$ cat src/rtl/aes_ctrl_pkg.sv
// Shared constants for the iterative AES-128 control path: state encoding,
// round count and round-index width.
package aes_ctrl_pkg;

  localparam int AES_NR = 10;
  localparam int AES_RW = 4;

  typedef enum logic [3:0] {
    S_IDLE  = 4'd0,
    S_LOAD  = 4'd1,
    S_INIT  = 4'd2,
    S_ROUND = 4'd3,
    S_FINAL = 4'd4,
    S_DONE  = 4'd5
  } state_t;

endpackage

$ cat src/rtl/aes_round_counter.sv
// Loadable up/down round-key index counter with preset to 0 / NR and
// detection of the last full round in either direction.
module aes_round_counter
  import aes_ctrl_pkg::*;
#(
  parameter int NR = AES_NR,
  parameter int RW = AES_RW
) (
  input  logic          clk,
  input  logic          rst,
  input  logic          clear,
  input  logic          preset,
  input  logic          step,
  input  logic          down,
  output logic [RW-1:0] count,
  output logic          terminal
);

  localparam logic [RW-1:0] NR_V  = RW'(NR);
  localparam logic [RW-1:0] NR_M1 = RW'(NR - 1);
  localparam logic [RW-1:0] ONE   = RW'(1);

  always_ff @(posedge clk or posedge rst) begin
    if (rst) begin
      count <= '0;
    end else if (clear) begin
      count <= '0;
    end else if (preset) begin
      count <= down ? NR_V : '0;
    end else if (step) begin
      count <= down ? count - ONE : count + ONE;
    end
  end

  // Terminal marks the last full round; the step taken on it lands on NR or 0.
  assign terminal = down ? (count == ONE) : (count == NR_M1);

  assert property (@(posedge clk) disable iff (rst) count <= NR_V);

endmodule

$ cat src/rtl/aes_round_sequencer.sv
// Moore control FSM for the iterative AES-128 datapath: load, initial
// AddRoundKey, NR-1 full rounds, final round, then a held Done handshake.
module aes_round_sequencer
  import aes_ctrl_pkg::*;
#(
  parameter int NR = AES_NR,
  parameter int RW = AES_RW
) (
  input  logic          Clk,
  input  logic          Reset,
  input  logic          Start,
  input  logic          Select,
  input  logic          Out_Ack,
  output logic          Load,
  output logic          Init_Ark,
  output logic          Round_En,
  output logic          Final_En,
  output logic          Inv,
  output logic [RW-1:0] Round,
  output logic          Busy,
  output logic          Done
);

  state_t        state;
  state_t        state_nxt;
  logic          inv;
  logic          cnt_clear;
  logic          cnt_preset;
  logic          cnt_step;
  logic          cnt_terminal;
  logic [RW-1:0] cnt;

  always_ff @(posedge Clk or posedge Reset) begin
    if (Reset) begin
      state <= S_IDLE;
    end else begin
      state <= state_nxt;
    end
  end

  // Direction is captured only when a job is accepted, so Select may move freely afterwards.
  always_ff @(posedge Clk or posedge Reset) begin
    if (Reset) begin
      inv <= 1'b0;
    end else if (state == S_IDLE && Start) begin
      inv <= Select;
    end
  end

  always_comb begin
    state_nxt  = S_IDLE;
    cnt_clear  = 1'b0;
    cnt_preset = 1'b0;
    cnt_step   = 1'b0;
    case (state)
      S_IDLE:  state_nxt = Start ? S_LOAD : S_IDLE;
      S_LOAD: begin
        cnt_preset = 1'b1;
        state_nxt  = S_INIT;
      end
      S_INIT: begin
        cnt_step  = 1'b1;
        state_nxt = S_ROUND;
      end
      S_ROUND: begin
        cnt_step  = 1'b1;
        state_nxt = cnt_terminal ? S_FINAL : S_ROUND;
      end
      S_FINAL: state_nxt = S_DONE;
      S_DONE: begin
        if (Out_Ack) begin
          cnt_clear = 1'b1;
          state_nxt = S_IDLE;
        end else begin
          state_nxt = S_DONE;
        end
      end
      default: begin
        cnt_clear = 1'b1;
        state_nxt = S_IDLE;
      end
    endcase
  end

  aes_round_counter #(
    .NR(NR),
    .RW(RW)
  ) u_counter (
    .clk     (Clk),
    .rst     (Reset),
    .clear   (cnt_clear),
    .preset  (cnt_preset),
    .step    (cnt_step),
    .down    (inv),
    .count   (cnt),
    .terminal(cnt_terminal)
  );

  assign Load     = (state == S_LOAD);
  assign Init_Ark = (state == S_INIT);
  assign Round_En = (state == S_ROUND);
  assign Final_En = (state == S_FINAL);
  assign Done     = (state == S_DONE);
  assign Busy     = Load | Init_Ark | Round_En | Final_En;
  assign Inv      = inv;
  assign Round    = cnt;

endmodule

$ cat config.mk
export PLATFORM = sky130hd
export DESIGN_NAME = aes_round_sequencer
export DESIGN_NICKNAME = d
export VERILOG_FILES = /design/src/rtl/aes_ctrl_pkg.sv /design/src/rtl/aes_round_counter.sv /design/src/rtl/aes_round_sequencer.sv
export SDC_FILE = /design/constraint.sdc
export NUM_CORES = 1
export LEC_CHECK = 0
export CELL_PAD_IN_SITES_DETAIL_PLACEMENT = 1
export CELL_PAD_IN_SITES_GLOBAL_PLACEMENT = 2
export CORE_MARGIN = 1.5
export CORE_UTILIZATION = 25
export CTS_CLUSTER_DIAMETER = 80
export DETAILED_ROUTE_END_ITERATION = 10
export HOLD_SLACK_MARGIN = 0.03
export PLACE_DENSITY = 0.75
export SLEW_MARGIN = 15
export SYNTH_ARGS = -nofsm -noshare
export SYNTH_HDL_FRONTEND = slang
export SYNTH_SLANG_ARGS = --single-unit
$ cat constraint.sdc
create_clock -name Clk -period 1.33 [get_ports Clk]
set_input_delay 0.1995 -clock Clk [delete_from_list [all_inputs] [get_ports Clk]]
set_output_delay 0.1995 -clock Clk [all_outputs]
set_load 0.02 [all_outputs]
==> run summary <==
The arrival time reported for the critical path endpoint came out at 1.14 ns. Global routing consumed, over all layers together, 15.2% of the routing resources. The internal power of the cells totals 1330 uW. Clock skew on the completed layout was measured at 0.00494 ns.

The number of antenna violations at the first check in global routing is 0. The critical path capture point type is a primary output. The deepest level of the CTS H-tree came out at 1.

The biggest area contributor in the post-synthesis netlist is sky130_fd_sc_hd__dfrtp_1. The number of nets in the synthesized netlist is 68. The share of total power dissipated in combinational logic is 67.9%.

The antenna diode count came out at 0. The maximum frequency from static timing analysis is 749 MHz. The number of sinks on the clock net is 8. The number of different library cells used by synthesis comes to 25. The filler cells instantiated in the layout total 232. The largest net degree at the start of global routing came out at 9. The site row count is 16. Counting I/O delays and the setup requirement, the final critical path takes 1.34 ns. Clock-pin slew was measured on the worst setup and hold paths at 0.06 ns. The power per standard cell area came out at 2450 mW/mm^2. The flow ran to the end, but the final reports show violations. The mean routed wirelength per cell is 14.1 um. The residual overflow from global routing came out at 0. The fraction of registers with async set/reset came out at 100%.

The total I/O pin count is 16. The final critical-path setup slack is -0.00556 ns. In this run the standard cell core region covers 0.00198 sq mm. The via count of the first global-routing pass is 566. The final cell area excluding filler cells came out at 976 sq um.

The wire length reported by the detailed router is 1690 um. The startpoint kind of the worst setup timing path is a register. The warning count from the yosys run is 0. The commonest cells after synthesis are 8 x sky130_fd_sc_hd__dfrtp_1, 6 x sky130_fd_sc_hd__o21ai_0, 5 x sky130_fd_sc_hd__inv_1, 5 x sky130_fd_sc_hd__nand2_1, 5 x sky130_fd_sc_hd__nor2_1. Of all nets on the critical path, the largest fanout is 5. The final weighted congestion in routability-driven placement came out at 0.716. The count of vias placed by the detailed router came out at 558. The number of hold violations in the final report came out at 0. The detailed-router iteration count before antenna repair came out at 4.

The switching power came out at 1060 uW. The detailed router's first-iteration violation count is 7. After detailed routing, the number of vias per cell comes to 4.65. The chip width came out at 49.2 um. The critical path is of the reg2out type.

The number of remaining DRC errors came out at 0. The post-route antenna net violation count came out at 0. The share of final-layout standard cells stronger than drive strength 1 came out at 62.4%.

After synthesis the netlist holds a flip-flop and latch count of 8. Setup repair after global routing could not meet its margin everywhere. The final cell count without fillers is 120. The share of Yosys cell area claimed by the top area cell type came out at 37.5%. TritonCTS built the clock tree. VDD sags by at most 0.00105 V.

The required time of the worst setup path came out at 1.13 ns. The relative area change from synthesis to final layout came out at 82.7%. The path class of the lowest-slack min-delay path is in2async.

The sequential cells in the finished layout cover a total of 206 sq um. The net count of the finished layout is 103. Clock tree synthesis selected as its root buffer the cell sky130_fd_sc_hd__clkbuf_4. In this run the deepest clock path goes through 2 buffers. The checks that failed: setup timing. The normalized max-slew margin is 77.4%. The number of enable-type register cells in the synthesized netlist is 0.

The wire length of the first global-routing pass is 2770 um. The clock network fraction of design power is 8.2%. The count of final setup violators came out at 1. The fraction of the yosys area taken by sequential cells came out at 37.5%. The max-slew violation count is 0. The latest clock arrival within the worst-skew pair came out at 0.26 ns.

The static leakage power is 0.000420 uW. The die extent in y came out at 49.2 um. The most common cell in the synthesized netlist is sky130_fd_sc_hd__dfrtp_1.

The die outline area is 0.00242 sq mm. After detailed placement, the total cell area comes to 800 sq um. Once placement completed, the tool counted placed cells totaling 112.

Sorting the synthesized cells by area gives the leading types as sky130_fd_sc_hd__dfrtp_1 37%, sky130_fd_sc_hd__ha_1 7.0%, sky130_fd_sc_hd__o21ai_0 5.6%, sky130_fd_sc_hd__and3_1 3.5%, sky130_fd_sc_hd__inv_1 3.5%. The most used flip-flop cell after synthesis is sky130_fd_sc_hd__dfrtp_1. The count of maximum capacitance violations is 0.

The part of the cycle the worst path needs came out at 100%. The mean instance size in the synthesized netlist is 8.90 sq um. The number of instances in the synthesized netlist came out at 60. The count of buffers from port buffering is 15.

The slew at the pin closest to its max-slew limit came out at 0.339 ns. In this run, flip-flops and latches consume 23.9% of the power. The cell area after synthesis is 534 sq um. The starting utilization of the core area is 27.0%. The half-perimeter wire length of the detailed placement result came out at 1150 um. The footprint of the multi-input gates came out at 399 sq um. The fraction of power spent switching nets is 44.5%.

The total clock buffers created by CTS came out at 3.
## layer usage
layer / wire (um) / global-route usage (%) / up-vias
li1: - / - / 274
met1: 734 / 18.9 / 271
met2: 896 / 24.5 / 13
met3: 62 / 2.76 / 0
met4: 0 / 8.57 / 0
met5: 0 / 0 / -
## cells by family (layout without fill, tap and decap cells)
family                   Yosys count  count (layout)  share of synthesized area (%)
adder cells (fa/ha/maj)            3               3                           7.03
multiplexers                       1               1                           1.87
AO/OA/AOI/OAI                     16              16                           19.7
AND/OR/NAND/NOR                   20              20                           20.6
XOR/XNOR                           3               3                           4.92
buffers and inverters              9              42                           8.43
flip-flops                         8               8                           37.5
## state kept, by name (all words and copies together), names as in the netlist
name	count
u_counter.count	4
state	3
Inv	1
## critical path, stage by stage, from the launching register on
cell and delay [ns]:
sky130_fd_sc_hd__dfrtp_2 0.46, sky130_fd_sc_hd__buf_6 0.15, sky130_fd_sc_hd__and3_4 0.15, sky130_fd_sc_hd__buf_6 0.12
## power by group through the flow
stage	combinational [uW]	sequential [uW]	clock, uW
global route	1770	597	221
finish	1620	571	197
detailed placement	1260	550	0
global placement	1250	541	0
floorplan	693	562	0
CTS	1300	531	204
## through the flow
stage	utilization, %	worst slack (ns)	total power [uW]	TNS [ns]	hold WS [ns]
finish	49.2	-0.00556	2390	-0.00556	0.195
global route	49.2	-0.119	2590	-0.327	0.226
CTS	42.3	-0.201	2040	-0.204	0.203
detailed placement	40.3	-0.248	1810	-1.29	0.483
global placement	40.3	-0.226	1790	-1.19	0.487
floorplan	-	0.0183	1260	0	0.0150
## timing repair
action                     in CTS  in global routing
hold buffers                    0                  0
buffers inserted                3                  2
setup endpoints to repair      12                 13
resized for setup              36                 37
pin swaps                       0                  5
## worst paths after layout
kind | startpoint | to | slack (ns) | cells after the start
hold / removal | Reset | state[1] | 0.19 | 2
setup reg to reg | u_counter.count[2] | u_counter.count[3] | 0 | 4
min in group Clk | Select | Inv | 0.51 | 3
hold reg to reg | state[1] | state[1] | 0.55 | 1
setup / recovery | state[1] | Round_En | -0.006 | 3
max in group asynchronous | Reset | state[0] | 0.86 | 2
## layout make-up
cell class,instances,area share [%]
Timing Repair Buffer,34,30.3
Inverter,5,1.92
Multi-Input combinational cell,43,40.9
Tap cell,27,3.46
Clock buffer,3,2.31
Sequential cell,8,21.2
## cell usage in the layout, fill, tap and decap left out, types with 3 or more instances in the layout
cell | synthesis | layout
sky130_fd_sc_hd__dlygate4sd2_1 | 0 | 5
sky130_fd_sc_hd__clkbuf_4 | 0 | 3
sky130_fd_sc_hd__dfrtp_1 | 8 | 3
sky130_fd_sc_hd__o21ai_0 | 6 | 5
sky130_fd_sc_hd__nand2_1 | 5 | 3
sky130_fd_sc_hd__clkdlybuf4s50_1 | 0 | 4
sky130_fd_sc_hd__buf_4 | 0 | 17
sky130_fd_sc_hd__dfrtp_2 | 0 | 5
sky130_fd_sc_hd__inv_2 | 0 | 3
sky130_fd_sc_hd__buf_6 | 1 | 7
Power figures use the tool's default switching activity.
